**src/rtl/vmem_pkg.sv**
```systemverilog
// Shared definitions for the vector memory sequencer and the operand-selection logic.
package vmem_pkg;

  localparam int DEF_LANES  = 16;
  localparam int DEF_WORD_W = 16;
  localparam int DEF_ADDR_W = 16;

  // Opcodes the decoder uses to route VLD/VST into the sequencer and J into flush.
  localparam logic [3:0] VLD = 4'b0100;
  localparam logic [3:0] VST = 4'b0101;
  localparam logic [3:0] J   = 4'b1000;

  typedef enum logic [1:0] {
    IDLE   = 2'd0,
    ACCESS = 2'd1,
    DONE   = 2'd2
  } vmem_state_e;

endpackage

```
**src/rtl/vmem_lane_buf.sv**
```systemverilog
// Lane register file: assembles load words per lane and serializes a captured store vector.
module vmem_lane_buf
  import vmem_pkg::*;
#(
  parameter int LANES  = DEF_LANES,
  parameter int WORD_W = DEF_WORD_W,
  parameter int LANE_W = (LANES > 1) ? $clog2(LANES) : 1
) (
  input  logic                    clk_i,
  input  logic                    rst_ni,
  input  logic [LANE_W-1:0]       lane_i,
  input  logic                    ldClear_i,
  input  logic                    ldWe_i,
  input  logic [WORD_W-1:0]       ldWord_i,
  input  logic                    stCapture_i,
  input  logic [LANES*WORD_W-1:0] stVec_i,
  output logic [LANES*WORD_W-1:0] loadVec_o,
  output logic [WORD_W-1:0]       stWord_o
);

  logic [WORD_W-1:0] ldMem_q [LANES];
  logic [WORD_W-1:0] stMem_q [LANES];

  // Clear wins over a lane write so a freshly accepted load never sees stale data.
  always_ff @(posedge clk_i or negedge rst_ni) begin
    if (!rst_ni) begin
      for (int i = 0; i < LANES; i++) begin
        ldMem_q[i] <= '0;
      end
    end else if (ldClear_i) begin
      for (int i = 0; i < LANES; i++) begin
        ldMem_q[i] <= '0;
      end
    end else if (ldWe_i) begin
      ldMem_q[lane_i] <= ldWord_i;
    end
  end

  always_ff @(posedge clk_i or negedge rst_ni) begin
    if (!rst_ni) begin
      for (int i = 0; i < LANES; i++) begin
        stMem_q[i] <= '0;
      end
    end else if (stCapture_i) begin
      for (int i = 0; i < LANES; i++) begin
        stMem_q[i] <= stVec_i[i*WORD_W +: WORD_W];
      end
    end
  end

  always_comb begin
    loadVec_o = '0;
    for (int i = 0; i < LANES; i++) begin
      loadVec_o[i*WORD_W +: WORD_W] = ldMem_q[i];
    end
    stWord_o = stMem_q[lane_i];
  end

endmodule

```
**src/rtl/vector_mem_sequencer.sv**
```systemverilog
// VLD/VST sequencer: walks LANES single-word accesses over a req/ack port and
// holds the pipeline until the vector transfer completes.
module vector_mem_sequencer
  import vmem_pkg::*;
#(
  parameter int LANES  = DEF_LANES,
  parameter int WORD_W = DEF_WORD_W,
  parameter int ADDR_W = DEF_ADDR_W
) (
  input  logic                    clk_i,
  input  logic                    rst_ni,
  input  logic                    start_i,
  input  logic                    is_store_i,
  input  logic [ADDR_W-1:0]       base_addr_i,
  input  logic [LANES*WORD_W-1:0] store_data_i,
  input  logic                    flush_i,
  output logic                    stall_o,
  output logic                    done_o,
  output logic [LANES*WORD_W-1:0] load_data_o,
  output logic                    mem_req_o,
  output logic                    mem_we_o,
  output logic [ADDR_W-1:0]       mem_addr_o,
  output logic [WORD_W-1:0]       mem_wdata_o,
  input  logic                    mem_ack_i,
  input  logic [WORD_W-1:0]       mem_rdata_i
);

  localparam int LANE_W = (LANES > 1) ? $clog2(LANES) : 1;
  localparam logic [LANE_W-1:0] LAST_LANE = LANE_W'(LANES - 1);

  vmem_state_e       state_q, state_d;
  logic [LANE_W-1:0] lane_q, lane_d;
  logic              isStore_q, isStore_d;
  logic [ADDR_W-1:0] baseAddr_q, baseAddr_d;

  logic              ldClear;
  logic              ldWe;
  logic              stCapture;
  logic [WORD_W-1:0] stWord;

  always_ff @(posedge clk_i or negedge rst_ni) begin
    if (!rst_ni) begin
      state_q    <= IDLE;
      lane_q     <= '0;
      isStore_q  <= 1'b0;
      baseAddr_q <= '0;
    end else begin
      state_q    <= state_d;
      lane_q     <= lane_d;
      isStore_q  <= isStore_d;
      baseAddr_q <= baseAddr_d;
    end
  end

  // Flush only aborts loads: a store has already committed beats to memory, so it runs to completion.
  always_comb begin
    state_d     = state_q;
    lane_d      = lane_q;
    isStore_d   = isStore_q;
    baseAddr_d  = baseAddr_q;
    ldClear     = 1'b0;
    ldWe        = 1'b0;
    stCapture   = 1'b0;
    mem_req_o   = 1'b0;
    mem_we_o    = 1'b0;
    mem_addr_o  = '0;
    mem_wdata_o = '0;
    done_o      = 1'b0;
    stall_o     = 1'b0;

    case (state_q)
      IDLE: begin
        stall_o = start_i;
        if (start_i && !flush_i) begin
          state_d    = ACCESS;
          lane_d     = '0;
          isStore_d  = is_store_i;
          baseAddr_d = base_addr_i;
          stCapture  = 1'b1;
          ldClear    = !is_store_i;
        end
      end

      ACCESS: begin
        stall_o     = 1'b1;
        mem_req_o   = 1'b1;
        mem_we_o    = isStore_q;
        mem_addr_o  = baseAddr_q + ADDR_W'(lane_q);
        mem_wdata_o = stWord;
        if (mem_ack_i) begin
          ldWe   = !isStore_q;
          lane_d = lane_q + LANE_W'(1);
          if (flush_i && !isStore_q) begin
            state_d = IDLE;
          end else if (lane_q == LAST_LANE) begin
            state_d = DONE;
          end
        end else if (flush_i && !isStore_q) begin
          state_d = IDLE;
        end
      end

      // The writeback stage consumes done in this same cycle, so stall is already released.
      DONE: begin
        done_o  = 1'b1;
        state_d = IDLE;
      end

      default: begin
        state_d = IDLE;
      end
    endcase
  end

  vmem_lane_buf #(
    .LANES (LANES),
    .WORD_W(WORD_W),
    .LANE_W(LANE_W)
  ) u_lane_buf (
    .clk_i      (clk_i),
    .rst_ni     (rst_ni),
    .lane_i     (lane_q),
    .ldClear_i  (ldClear),
    .ldWe_i     (ldWe),
    .ldWord_i   (mem_rdata_i),
    .stCapture_i(stCapture),
    .stVec_i    (store_data_i),
    .loadVec_o  (load_data_o),
    .stWord_o   (stWord)
  );

endmodule
```
**config.mk**
```make
export PLATFORM = sky130hd
export DESIGN_NAME = vector_mem_sequencer
export DESIGN_NICKNAME = d
export VERILOG_FILES = /design/src/rtl/vmem_pkg.sv /design/src/rtl/vmem_lane_buf.sv /design/src/rtl/vector_mem_sequencer.sv
export SDC_FILE = /design/constraint.sdc
export NUM_CORES = 1
export LEC_CHECK = 0
export CAP_MARGIN = 30
export CORE_AREA = 4 4 228 230
export DETAILED_ROUTE_END_ITERATION = 8
export DIE_AREA = 0 0 232 234
export GPL_TIMING_DRIVEN = 0
export PLACE_DENSITY_LB_ADDON = 0.25
export SYNTH_ARGS = -nofsm -noshare
export SYNTH_HDL_FRONTEND = slang
export SYNTH_SLANG_ARGS = --single-unit
```
**constraint.sdc**
```tcl
create_clock -name clk_i -period 7.6 [get_ports clk_i]
set_input_delay 2.28 -clock clk_i [delete_from_list [all_inputs] [get_ports clk_i]]
set_output_delay 2.28 -clock clk_i [all_outputs]
set_load 0.02 [all_outputs]
```
### Word-level counts from Yosys, hierarchy flattened

Cells that the tools add are included.

| cells by class | value |
|---|---|
| add/subtract/negate cells | 2 |
| magnitude comparators | 2 |
| equality and inequality tests | 7 |
| multiplexer cells | 29 |
| bitwise logic cells | 1 |
| reductions and logical operators | 12 |

Operators with widths:

| kind | count |
|---|---|
| $mux W256 | 2 |
| $bwmux W256 | 1 |
| $mux W16 | 5 |
| $bmux W16 S4 | 1 |
| $demux W16 S4 | 1 |
| $add A16 B4 Y16 | 1 |
| $mux W2 | 5 |
| $mux W1 | 9 |
| $mux W4 | 2 |
| $pmux W4 S2 | 1 |
| $ne A3 B3 Y1 const B | 2 |
| $reduce_and A3 Y1 | 2 |
| $ge A5 B5 Y1 const B | 1 |
| $lt A5 B1 Y1 const B | 1 |
| $not A4 Y5 | 1 |
| $add A4 B1 Y4 const B | 1 |
| $eq A4 B4 Y1 const B | 1 |
| $ne A2 B2 Y1 const B | 2 |
| $pmux W2 S2 | 1 |
| $reduce_bool A2 Y1 | 2 |
| $logic_and A1 B1 Y1 | 3 |
| $logic_not A1 Y1 | 3 |
| $eq A2 B1 Y1 const B | 1 |
| $eq A2 B2 Y1 const B | 1 |
| 3 further kinds | 3 |

| word-level totals | value |
|---|---|
| flip-flop bits (word level) | 535 |
| input port bits | 294 |
| output and inout bits | 292 |
| logic and storage cells | 89 |

### Logic depth before layout (Yosys ltp)

Gate-level depths: netlist of the first run.

| logic depth | value |
|---|---|
| depth after elaboration | 8 |
| mapped depth | 9 |
| depth with buffers taken out | 7 |

### Modules after synthesis

A second synthesis of the first run with hierarchy kept.

| unflattened totals | value |
|---|---|
| cells, all modules | 1490 |
| area total of the unflattened synthesis | 22475.3 um^2 |

By module, submodules not included:

| module | times used | cells each | area each (um^2) | seq. area each (um^2) |
|---|---|---|---|---|
| vmem_lane_buf | 1 | 1320 | 20923.8 | 12812.3 |
| vector_mem_sequencer | 1 | 170 | 1551.5 | 575.6 |

### Worst setup path after synthesis of the first run

OpenSTA, ideal clock, no wires.

| path | value |
|---|---|
| path kind | flip-flop to output port |
| from | reg lane_q[1] |
| to | out mem_addr_o[14] |
| arrival | 2.677 ns |
| required time | 5.320 ns |
| setup slack | 2.643 ns |
| cell stages (with the launch flop) | 9 |
| path buffers | 2 |
| cells stage by stage | dfrtp_1 -> buf_2 -> clkbuf_1 -> inv_1 -> fa_1 -> nand2b_1 -> a211oi_2 -> nand4_1 -> mux2i_1 |

| between the ends | value |
|---|---|
| longest elaborated chain between the ends | 2 |

Ends and longest elaborated chain:

| element | line | RTL |
|---|---|---|
| start, declared | vector_mem_sequencer.sv:32 | `logic [LANE_W-1:0] lane_q, lane_d;` |
| start signal, assigned | vector_mem_sequencer.sv:49 | `lane_q <= lane_d;` |
| $add A16 B4 Y16 | vector_mem_sequencer.sv:88 | `mem_addr_o = baseAddr_q + ADDR_W'(lane_q);` |
| $mux W16 | vector_mem_sequencer.sv:71 | `case (state_q)` |
| end, declared | vector_mem_sequencer.sv:22 | `output logic [ADDR_W-1:0] mem_addr_o,` |

No other way between the ends.

### Worst setup path in the final report of the first run

Same ends and word-level chain as after synthesis.

==> impl_metrics.ini, run 1 <==
[sta]
finalSetupViolCount = 0
finalCritPeriodShare = 0.907
worstMarginPinSlew_ns = 0.944
final_hold_viol_count = 0
max_freq_ghz = 0.145
drv_slew = 0
holdWs_ns = 0.471
clock_skew_ns = 0.0116
slew_headroom = 0.371
rsz0062_at_grt = no
period_needed_ns = 6.89

[worst_hold_path]
worst_hold_startpoint = u_lane_buf.stMem_q[164]$_DFFE_PN0P_
hold_path.class = reg2reg

[clock_tree]
clk-insertion-delay-late_ns = 0.60
cts.clk_slew.worst_paths_ns = 0.06
cts_root_buf = clkbuf_16
cts_sinks = 535
cts_resized = 0
cts_setup_buffers = 0
ctsHoldBuffers = 0
htreeDepth = 2
cts_made_buffers = 54
cts_tree = yes
clock_path_buffers = 3

[global_route]
grt_pass1_wl_mm = 125
grt_pass1_vias = 20500
antenna_found_initial = 6
grt_usage = 0.306
globalRouteOverflowTotal = 0
grt_max_degree = 127

[setup_path]
crit_path_cell_trace = buf_2, clkbuf_1, inv_1, fa_1, nand2b_1, a211oi_2, nand4_1, mux2i_1, clkdlybuf4s50_1
crit_type = reg2out
crit_start = lane_q[1]$_DFFE_PN0P_
required_ns = 5.32
slowest_delay_ns = 0.64
crit_arrival_ns = 4.61
timing.rr.start = lane_q[1]$_DFFE_PN0P_
path_max_fanout = 10
startpoint_type = flip-flop
slowest_stage = clkbuf_1
end_kind = output pin

[yosys]
syn-instance-count = 2389
synth_edf_count = 0
synth_seq_cells = 535
synth.avg_cell_area_um2 = 9.77
ys_top_cells_by_area = dfrtp_1 57%, nand2_1 17%, mux2i_1 6.3%, mux4_2 6.2%, a21oi_1 2.7%
ys.flop_type = dfrtp_1
async_flop_share = 1.00
synth_top_area_frac = 0.573
synth_area_leader_cell = dfrtp_1
mappedNetlistArea_um2 = 23300
yosysUniqueCellTypes = 47
ys_warn_count = 0
ys_seq_area_frac = 0.573
synth_nets = 2692

[cells_and_area]
final_util = 0.643
nNetsFinal = 3339
layout_commonest_cell = nand2_1
seq_area_um2 = 13400
multi_input_area_um2 = 9090
mostFrequentLayoutCells = 1064 x nand2_1, 584 x clkdlybuf4s50_1, 535 x dfrtp_1
fill_cells = 4023
area_delta_synth_final_pct = 37.4
final_layout_size_suffix_gt1_frac = 0.0818

[drt]
num_vias = 20200
avgViaCountPerCell = 5.37
drt_iter0_drc = 1781
wl_per_cell_um = 22.5
detail_route.first_pass.iterations = 7
drt-total-wl_mm = 84.6
post-route-drc-count = 0
drtAntennaViolNets = 0

[placement]
post-dp-hpwl_mm = 64.7
routabilityCongestion = 0.961
io_buffers = 585

[power_and_ir_drop]
power_mw = 10.1
vdd_drop_max_mv = 0.185
p_leak_nw = 16.0
power.density_nw_per_um2 = 315

[flow_run]
drv_cap = 0

[floorplan]
core-area_um2 = 49900
die_width_um = 232
dieArea_um2 = 54300
start_util = 0.468
io_pins = 586
die_h_um = 234
num_rows = 82

[outcome]
outcome = completed
[layer usage]
metal / wire (um) / vias to the layer above / share of wire / GRT usage
met4: 3450 / 6 / 0.041 / 0.110
met1: 32000 / 9937 / 0.38 / 0.389
met5: 41 / - / 0.00048 / 0
met2: 41600 / 1001 / 0.49 / 0.522
li1: - / 9061 / - / -
met3: 7500 / 173 / 0.089 / 0.0647
[registers in the layout (all words and copies together), names as in the netlist]
name,count
lane_q,4
u_lane_buf.loadVec_o,256
isStore_q,1
u_lane_buf.stMem_q,256
baseAddr_q,16
state_q,2
[metrics by stage]
stage	TNS, ns	std cells	instance area [um^2]	worst slack, ns
6_report	0	3756	32100	0.708
4_1_cts	0	3752	32100	0.634
5_1_grt	0	3753	32100	0.455
2_1_floorplan	0	2389	23300	2.64
3_5_place_dp	0	3652	30200	1.28
3_3_place_gp	-9924.50	3646	30000	-18.61
[critical path, delay by kind of cell (launching register included)]
family          cells  cell delay, ns
buf+inv             4            1.91
flops               1            0.56
fa+ha+maj           1            0.49
compound gates      1            0.45
mux                 1            0.19
simple gates        2            0.41
[synth_stat cells (4+ instances only)]
cell type and n:
nand2_1 1064, dfrtp_1 535, clkbuf_2 7, inv_1 8
a21oi_1 124, nand3_2 6, ha_1 8, mux2i_1 146
and3_1 8, nand3_1 13, a32oi_1 16, nand2b_1 4
mux4_2 64, buf_2 53, clkbuf_1 83, nor2_1 160
buf_4 9, and2_1 4, buf_6 10, a22oi_1 16
o21ai_0 8
[report_power, final]
group / internal (mW) / total (mW) / switching (mW)
Clock: 1.69 / 2.82 / 1.13
Sequential: 3.56 / 4.00 / 0.439
Combinational: 1.43 / 3.27 / 1.84
Total: 6.69 / 10.1 / 3.41
[cell families (layout without fill, tap and decap cells)]
| logic type | count (synthesis) | count (layout) | share of synthesized area |
|---|---|---|---|
| AOI/OAI and AO/OA | 177 | 177 | 0.0442 |
| DFF | 535 | 535 | 0.573 |
| adders and majority gates | 9 | 9 | 0.00514 |
| buffers and inverters | 174 | 865 | 0.0372 |
| and+or+nand+nor | 1280 | 1280 | 0.214 |
| muxes | 210 | 210 | 0.124 |
| other | 0 | 4 | 0 |
| xor gates and xnor gates | 4 | 4 | 0.00150 |
[area by class of cell]
type / count / share of cell area
clock buffers: 81 / 0.0510
plain buffers: 166 / 0.0262
flip-flops and latches: 535 / 0.417
diodes: 4 / 0.000312
well taps: 672 / 0.0262
repair buffers: 591 / 0.187
inverters: 8 / 0.000936
clock inverters: 19 / 0.00815
multi-input cells: 1680 / 0.283
[final timing paths]
path | slack [ns] | endpoint | cells past startpoint
max in group asynchronous | 4.26 | u_lane_buf.stMem_q[118]$_DFFE_PN0P_ | 3
max reg2reg | 4.46 | u_lane_buf.loadVec_o[30]$_DFFE_PN0P_ | 8
min reg2reg | 0.47 | u_lane_buf.stMem_q[164]$_DFFE_PN0P_ | 2
min | 0.47 | u_lane_buf.stMem_q[164]$_DFFE_PN0P_ | 2
min in group asynchronous | 1.71 | u_lane_buf.loadVec_o[38]$_DFFE_PN0P_ | 1
max | 0.71 | mem_addr_o[14] | 9
Power figures use the tool's default switching activity.
==> run 2, diff against run 1 <==
--- a/config.mk
+++ b/config.mk
@@ -11,6 +11,7 @@
 export DIE_AREA = 0 0 232 234
 export GPL_TIMING_DRIVEN = 0
 export PLACE_DENSITY_LB_ADDON = 0.25
+export SLEW_MARGIN = 20
 export SYNTH_ARGS = -nofsm -noshare
 export SYNTH_HDL_FRONTEND = slang
 export SYNTH_SLANG_ARGS = --single-unit
==> impl_metrics.ini, run 2 (same netlist as run 1, synthesis figures left out) <==
[power_and_ir_drop]
power.density_nw_per_um2 = 315
vdd_drop_max_mv = 0.188
p_leak_nw = 16.0

[sta]
max_freq_ghz = 0.145
finalCritPeriodShare = 0.906
finalSetupViolCount = 0
final_hold_viol_count = 0
rsz0062_at_grt = no
worstMarginPinSlew_ns = 0.927
drv_slew = 0
fin_ws_ns = 0.711
period_needed_ns = 6.89
tns_ns = 0
slew_headroom = 0.382
clock_skew_ns = 0.0107

[clock_tree]
cts_sinks = 535
clk-insertion-delay-late_ns = 0.60
cts_setup_buffers = 0
cts_tree = yes
cts_resized = 0
htreeDepth = 2
cts_made_buffers = 55
cts.clk_slew.worst_paths_ns = 0.06
cts_root_buf = clkbuf_16
clock_path_buffers = 3
ctsHoldBuffers = 0

[placement]
post-dp-hpwl_mm = 65.2
dp.cells = 3653
io_buffers = 585
routabilityCongestion = 0.961
place_ws_ns = 1.24

[drt]
drt-total-wl_mm = 85.1
avgViaCountPerCell = 5.40
drtAntennaViolNets = 0
detail_route.first_pass.iterations = 5
num_vias = 20300
wl_per_cell_um = 22.6
drt_iter0_drc = 1697
post-route-drc-count = 0

[cells_and_area]
nNetsFinal = 3341
multi_input_area_um2 = 9100
final_cells = 3759
area_delta_synth_final_pct = 37.7
layout_commonest_cell = nand2_1
final_layout_size_suffix_gt1_frac = 0.0827
mostFrequentLayoutCells = 1064 x nand2_1, 584 x clkdlybuf4s50_1, 535 x dfrtp_1
seq_area_um2 = 13400
fill_cells = 4044

[setup_path]
required_ns = 5.32
crit_arrival_ns = 4.61
startpoint_type = flip-flop
path_max_fanout = 10
slowest_stage = clkbuf_1
end_kind = output pin
crit_type = reg2out
slowest_delay_ns = 0.63
crit_path_cell_trace = buf_2, clkbuf_1, inv_1, fa_1, nand2b_1, a211oi_2, nand4_1, mux2i_1, clkdlybuf4s50_1
path_buf_inv = 4
crit_family = buffers and inverters

[global_route]
grt_pass1_wl_mm = 125
globalRouteOverflowTotal = 0
antenna_found_initial = 4
grt_pass1_vias = 20500
grt_usage = 0.306
grt_max_degree = 102

[floorplan]
die_h_um = 234
start_util = 0.468
num_rows = 82
io_pins = 586
dieArea_um2 = 54300
core-area_um2 = 49900
die_width_um = 232

[outcome]
outcome = completed

[flow_run]
drv_cap = 0

[worst_hold_path]
hold_path.class = reg2reg
[run 2: cell count changes in the layout (fill, tap and decap cells not counted), sizes merged]
cell | before | now
clkbuf | 171 | 173
inv | 9 | 8
clkinvlp | 2 | 3
buf | 83 | 84
[run 2: per-layer routing]
layer / share of wire / vias to the layer above / global-route usage
met1: 0.39 / 10100 / 0.387
met5: 0.00020 / - / 0
li1: - / 9055 / -
met3: 0.080 / 204 / 0.0645
met2: 0.48 / 975 / 0.513
met4: 0.050 / 2 / 0.133
[run 2: power breakdown]
| part | leakage [nW] | switching [mW] | internal, mW |
|---|---|---|---|
| Clock | 0.936 | 1.14 | 1.70 |
| Combinational | 8.10 | 1.84 | 1.43 |
| Sequential | 7.01 | 0.446 | 3.56 |
| Total | 16.0 | 3.42 | 6.70 |
[run 2: final timing paths]
check / from / end / slack, ns / cells past startpoint
max: lane_q[1]$_DFFE_PN0P_ / mem_addr_o[14] / 0.71 / 9
max in group asynchronous: rst_ni / u_lane_buf.stMem_q[5]$_DFFE_PN0P_ / 4.01 / 5
max reg2reg: lane_q[1]$_DFFE_PN0P_ / u_lane_buf.loadVec_o[24]$_DFFE_PN0P_ / 4.49 / 8
min: u_lane_buf.stMem_q[20]$_DFFE_PN0P_ / u_lane_buf.stMem_q[20]$_DFFE_PN0P_ / 0.47 / 2
min reg2reg: u_lane_buf.stMem_q[20]$_DFFE_PN0P_ / u_lane_buf.stMem_q[20]$_DFFE_PN0P_ / 0.47 / 2
min in group asynchronous: rst_ni / u_lane_buf.loadVec_o[39]$_DFFE_PN0P_ / 1.65 / 1
[run 2: worst min-delay path: stages (launching register included)]
cell     delay [ns]
dfrtp_1        0.34
nand2_1        0.05
nand2_1        0.05
[run 2: layout make-up]
cell class,count,share of cell area
Sequential cell,535,0.416
Multi-Input combinational cell,1680,0.283
Timing Repair Buffer,592,0.188
Clock buffer,83,0.0514
Tap cell,672,0.0262
Buffer,166,0.0261
Clock inverter,19,0.00809
Inverter,8,0.000934
Antenna cell,4,0.000311
[run 2: per-stage QoR]
stage               hold WS [ns]  area (um^2)  power [mW]   util
finish                     0.469        32100        10.1  0.645
global route               0.483        32100        10.6  0.645
CTS                        0.472        32100        10.1  0.645
detailed placement         0.457        30200        7.30  0.606
global placement           0.452        30000        7.18  0.603
floorplan                  0.440        23300        5.77      -
==> patch 1: new RTL, config.mk and constraints of run 1 <==
The 3 states of `vmem_state_e` get a one-hot encoding in 3 bits.
--- a/src/rtl/vmem_pkg.sv
+++ b/src/rtl/vmem_pkg.sv
@@ -11,8 +11,8 @@
   localparam logic [3:0] J   = 4'b1000;
 
-  typedef enum logic [1:0] {
-    IDLE   = 2'd0,
-    ACCESS = 2'd1,
-    DONE   = 2'd2
+  typedef enum logic [2:0] {
+    IDLE   = 3'b001,
+    ACCESS = 3'b010,
+    DONE   = 3'b100
   } vmem_state_e;
 
Check against the original RTL: same outputs for any inputs over 4 cycles, from zero or initial values and one cycle with rst_ni low; so few cycles prove little.
==> patch 1 against run 1 <==
- critical endpoint unchanged
- critical path depth increased by 1
- worst setup slack lost 0.33 ns
- final area shrank 0.32%
- sequential cell count increased by 1
- cell count hardly changed
- synthesized area rose by 0.45%
- fmax is 4.6% lower
- wire length about the same
Power is not compared: it rests on default switching activity, and its combinational part moved more than twofold at a synthesized area within 25%.
==> patch 1: results (changes against run 1) <==
metric,value,unit,change
ranking of synthesized cells by area,"dfrtp_1, nand2_1, mux2i_1",,
worst reg-to-reg path cell count,11,,+3
maximum buffer depth of the clock tree,3,,unchanged
"Seq/Total Area, Yosys",0.572,,-0.00145
DP Cell Count,3662,,+0.27%
Starting DRT DRC Count,1585,,-11%
largest net degree at the start of global routing,125,,-1.6%
layout cells sized above 1,0.0760,,-0.00582
Post-Synth Adder-Cell Area,0.00512,,-0.0000231
post-synthesis instance total,2402,,+0.54%
HPWL Detailed,64900,um,+0.39%
slowest cell on the critical path,a211oi_1,,
antenna violations before repair,5,,-1
mux cell area share after synthesis,0.130,,+0.00531
drt pass-1 iters,5,,-2
synth warn,0,,unchanged
Slowest Stage Delay on Critical Path,0.66,ns,+0.02 ns
DP Area,30300,sq um,+0.29%
status,finished clean,,
xor and xnor area share after synthesis,0.00187,,+0.000367
Global Route Usage Sum,0.303,,-0.00272
post-synthesis net count,2705,,+0.48%
skew final,0.0113,ns,-0.000261 ns
wire per inst,22.5,um,about the same
Compound-Gate Fraction of Synth Area,0.0416,,-0.00265
I/O Buffers,584,,-0.17%
Non-Filler Instances,3755,,-0.027%
synth unique cells,54,,+15%
Worst EP arrival,4.95,ns,+0.34 ns
pre-CTS WS,0.661,ns,-0.620 ns
nets@finish,3347,,+0.24%
worst min-delay path category,register to register,,
Fillers,4066,,+1.1%
Synth top cells by count,"nand2_1, dfrtp_1, mux2i_1",,
Slew HR,0.380,,+0.00973
Num CTS Buffers,52,,-3.7%
## patch 1: changes by cell type after synthesis, moves of 5 or more
| cell | run 1 | this run |
|---|---|---|
| a32oi_1 | 16 | 0 |
| buf_2 | 53 | 43 |
| buf_4 | 9 | 3 |
| buf_6 | 10 | 5 |
| clkbuf_1 | 83 | 108 |
| clkbuf_2 | 7 | 1 |
| mux2i_1 | 146 | 162 |
| nand2_1 | 1064 | 1051 |
| nand3_2 | 6 | 0 |
| nor2_1 | 160 | 141 |
| nor2_2 | 0 | 20 |
| o21ai_0 | 8 | 23 |
## patch 1: where the power goes
group | total (mW) | switching (mW) | internal (mW)
logic | 1.11 | 0.607 | 0.498
clock network | 2.62 | 1.10 | 1.52
registers | 3.39 | 0.204 | 3.18
## patch 1: worst register-to-register path, cell delays in order, from the launching register on
cell,delay [ns]
dfrtp_1,0.41
clkbuf_1,0.30
buf_1,0.62
clkbuf_2,0.45
inv_1,0.18
ha_1,0.23
and4b_1,0.20
clkbuf_1,0.17
nand3_1,0.46
buf_2,0.40
mux2i_1,0.29
nor2_1,0.07
## patch 1: cell type report
type | instances | area (sq um) | share of cell area
repair buffers | 588 | 5960 | 0.186
diodes | 4 | 10.0 | 0.000313
clock inverters | 14 | 179 | 0.00559
flip-flops and latches | 536 | 13400 | 0.419
inverters | 7 | 26.3 | 0.000822
multi-input cells | 1691 | 9260 | 0.290
well taps | 672 | 841 | 0.0263
clock buffers | 75 | 1530 | 0.0478
plain buffers | 168 | 758 | 0.0237
## patch 1: per-layer routing
metal	wire, um	part of all wire	vias to the layer above	track usage
met1	31800	0.38	10200	0.376
met4	3740	0.044	6	0.118
met3	7580	0.090	187	0.0724
li1	-	-	9078	-
met2	41400	0.49	1019	0.518
met5	35	0.00041	-	0
## patch 1: repair_timing
item	in CTS	in global routing
resized for setup	0	2
buffers inserted	0	0
setup endpoints to repair	0	4
## patch 1: final timing paths
check | end | start | slack [ns]
max | mem_addr_o[14] | lane_q[1] | 0.37
min in group asynchronous | u_lane_buf.loadVec_o[117] | rst_ni | 1.67
min | u_lane_buf.stMem_q[66] | u_lane_buf.stMem_q[66] | 0.47
min reg2reg | u_lane_buf.stMem_q[66] | u_lane_buf.stMem_q[66] | 0.47
max in group asynchronous | u_lane_buf.stMem_q[108] | rst_ni | 4.36
max reg2reg | u_lane_buf.loadVec_o[156] | lane_q[1] | 3.69
## patch 1: kinds of logic after synthesis
family	count (synthesis)
AND/OR/NAND/NOR	1275
buffers and inverters	175
AO/OA/AOI/OAI	177
XOR/XNOR	5
adder cells (fa/ha/maj)	9
multiplexers	225
flip-flops	536
==> patch 2: new RTL, flow settings as in run 1 <==
Without the edit above. `DEF_ADDR_W`: 16 -> 18.
--- a/src/rtl/vmem_pkg.sv
+++ b/src/rtl/vmem_pkg.sv
@@ -4,5 +4,5 @@
   localparam int DEF_LANES  = 16;
   localparam int DEF_WORD_W = 16;
-  localparam int DEF_ADDR_W = 16;
+  localparam int DEF_ADDR_W = 18;
 
   // Opcodes the decoder uses to route VLD/VST into the sequencer and J into flush.
Ports: changed (resized base_addr_i and mem_addr_o); port bits go from 586 to 590. No check against the original RTL was run, so the function may have changed too.
==> patch 2 against run 1 <==
- sequential cell count rose by 2
- sequential share of layout area down 0.34 points
- clock skew is 0.0090 ns higher
- synthesized area rose by 1.4%
- worst setup slack improved by 0.72 ns
- clock power up 3%
- die area unchanged
- wire length increased by 1.1%
- fmax is 12% higher
- register-to-register slack improved by 0.69 ns
- final area rose by 1.2%
- synthesized cell count fell by 1.5%
- power rose by 0.59%
- first-iteration DRC count decreased by 0.11%
==> patch 2: results (changes against run 1) <==
metric,value,unit,change
status,finished clean,,
I/O Buffers,589,,+0.68%
ClkCell Share,0.0598,,+0.000680
placer congestion estimate,0.899,,-6.5%
multi-input gates,1642,,-2.3%
Max VDD drop,0.192,mV,+3.9%
post-synthesis instance total,2353,,-1.5%
sequential share of cell area,0.414,,-0.00344
Num CTS Buffers,55,,+1.9%
Pleak,16.6,nW,+3.4%
top-count cell post-synth,nand2_1,,
Synth top cells by count,"nand2_1, dfrtp_1, nor2_1",,
Worst EP arrival,3.89,ns,-0.72 ns
Least-Margin Pin Slew,0.973,ns,+0.0287 ns
Global Route Usage Sum,0.307,,+0.000907
Clock power frac,0.286,,+0.006
Via density,5.46,,+1.6%
post-synthesis net count,2658,,-1.3%
Fillers,3963,,-1.5%
Starting DRT DRC Count,1779,,-0.11%
multi-input combinational area share,0.285,,+0.00209
worst skew pair latency,0.62,ns,+0.02 ns
slowest cell on the critical path,clkdlybuf4s50_1,,
Inverters,10,,+2
# clk buffers,80,,-1.2%
skew final,0.0205,ns,+0.00897 ns
wire per inst,23.0,um,+1.9%
"FF+latch count, synth",537,,+0.37%
ranking of synthesized cells by area,"dfrtp_1, nand2_1, mux2i_1",,
number of global-route vias before repair,20800,,+1.2%
antenna violations before repair,8,,+2
pre-CTS WS,1.73,ns,+0.446 ns
first-pass GRT wire length,126000,um,+0.28%
"Seq/Total Area, Yosys",0.568,,-0.00552
NonClk Buf Share,0.213,,+0.000774
largest net degree at the start of global routing,128,,+0.79%
DP Area,30500,sq um,+1.1%
DP Cell Count,3618,,-0.93%
Final Util,0.651,,+0.00778
HPWL Detailed,64900,um,+0.40%
nets@finish,3308,,-0.93%
CTS clock-pin slew for the worst setup and hold paths,0.06,ns,about the same
maximum buffer depth of the clock tree,3,,unchanged
P_int,6.74,mW,+0.81%
Net Sw Power,3.42,mW,+0.17%
synth unique cells,51,,+8.5%
layout cells sized above 1,0.0958,,+0.0140
Non-Filler Instances,3725,,-0.83%
[patch 2: changes by cell type after synthesis, moves of 8 or more]
cell	run 1	this run
nand2_1	1064	969
mux2i_1	146	192
nor2_1	160	204
a21oi_1	124	82
clkbuf_1	83	49
buf_4	9	39
buf_2	53	61
[patch 2: worst max-delay path, delay by kind of cell, from the launching register on]
kind / cells / cell delay (ns)
DFF: 1 / 0.41
adders and majority gates: 1 / 0.47
buffers and inverters: 4 / 1.33
and+or+nand+nor: 2 / 0.75
AOI/OAI and AO/OA: 2 / 0.33
[patch 2: per-layer routing]
| layer | vias to the layer above | wire length [um] | GRT usage |
|---|---|---|---|
| met3 | 217 | 6830 | 0.0705 |
| met4 | 8 | 3760 | 0.121 |
| met2 | 987 | 42300 | 0.529 |
| met5 | - | 41 | 0 |
| li1 | 8981 | - | - |
| met1 | 10100 | 32500 | 0.377 |
[patch 2: cell families after synthesis]
family	Yosys count	share of synthesized area
and+or+nand+nor	1236	0.208
DFF	537	0.568
muxes	256	0.142
buffers and inverters	174	0.0404
AOI/OAI and AO/OA	139	0.0354
adders and majority gates	9	0.00508
xor gates and xnor gates	2	0.000740
[patch 2: final timing paths]
path | start | to | slack, ns | depth (start not counted)
max | lane_q[1] | mem_addr_o[16] | 1.43 | 9
min | u_lane_buf.stMem_q[158] | u_lane_buf.stMem_q[158] | 0.47 | 2
max reg2reg | lane_q[0] | u_lane_buf.loadVec_o[13] | 5.15 | 8
min reg2reg | u_lane_buf.stMem_q[158] | u_lane_buf.stMem_q[158] | 0.47 | 2
max in group asynchronous | rst_ni | u_lane_buf.stMem_q[49] | 4.41 | 3
min in group asynchronous | rst_ni | u_lane_buf.loadVec_o[168] | 1.71 | 1
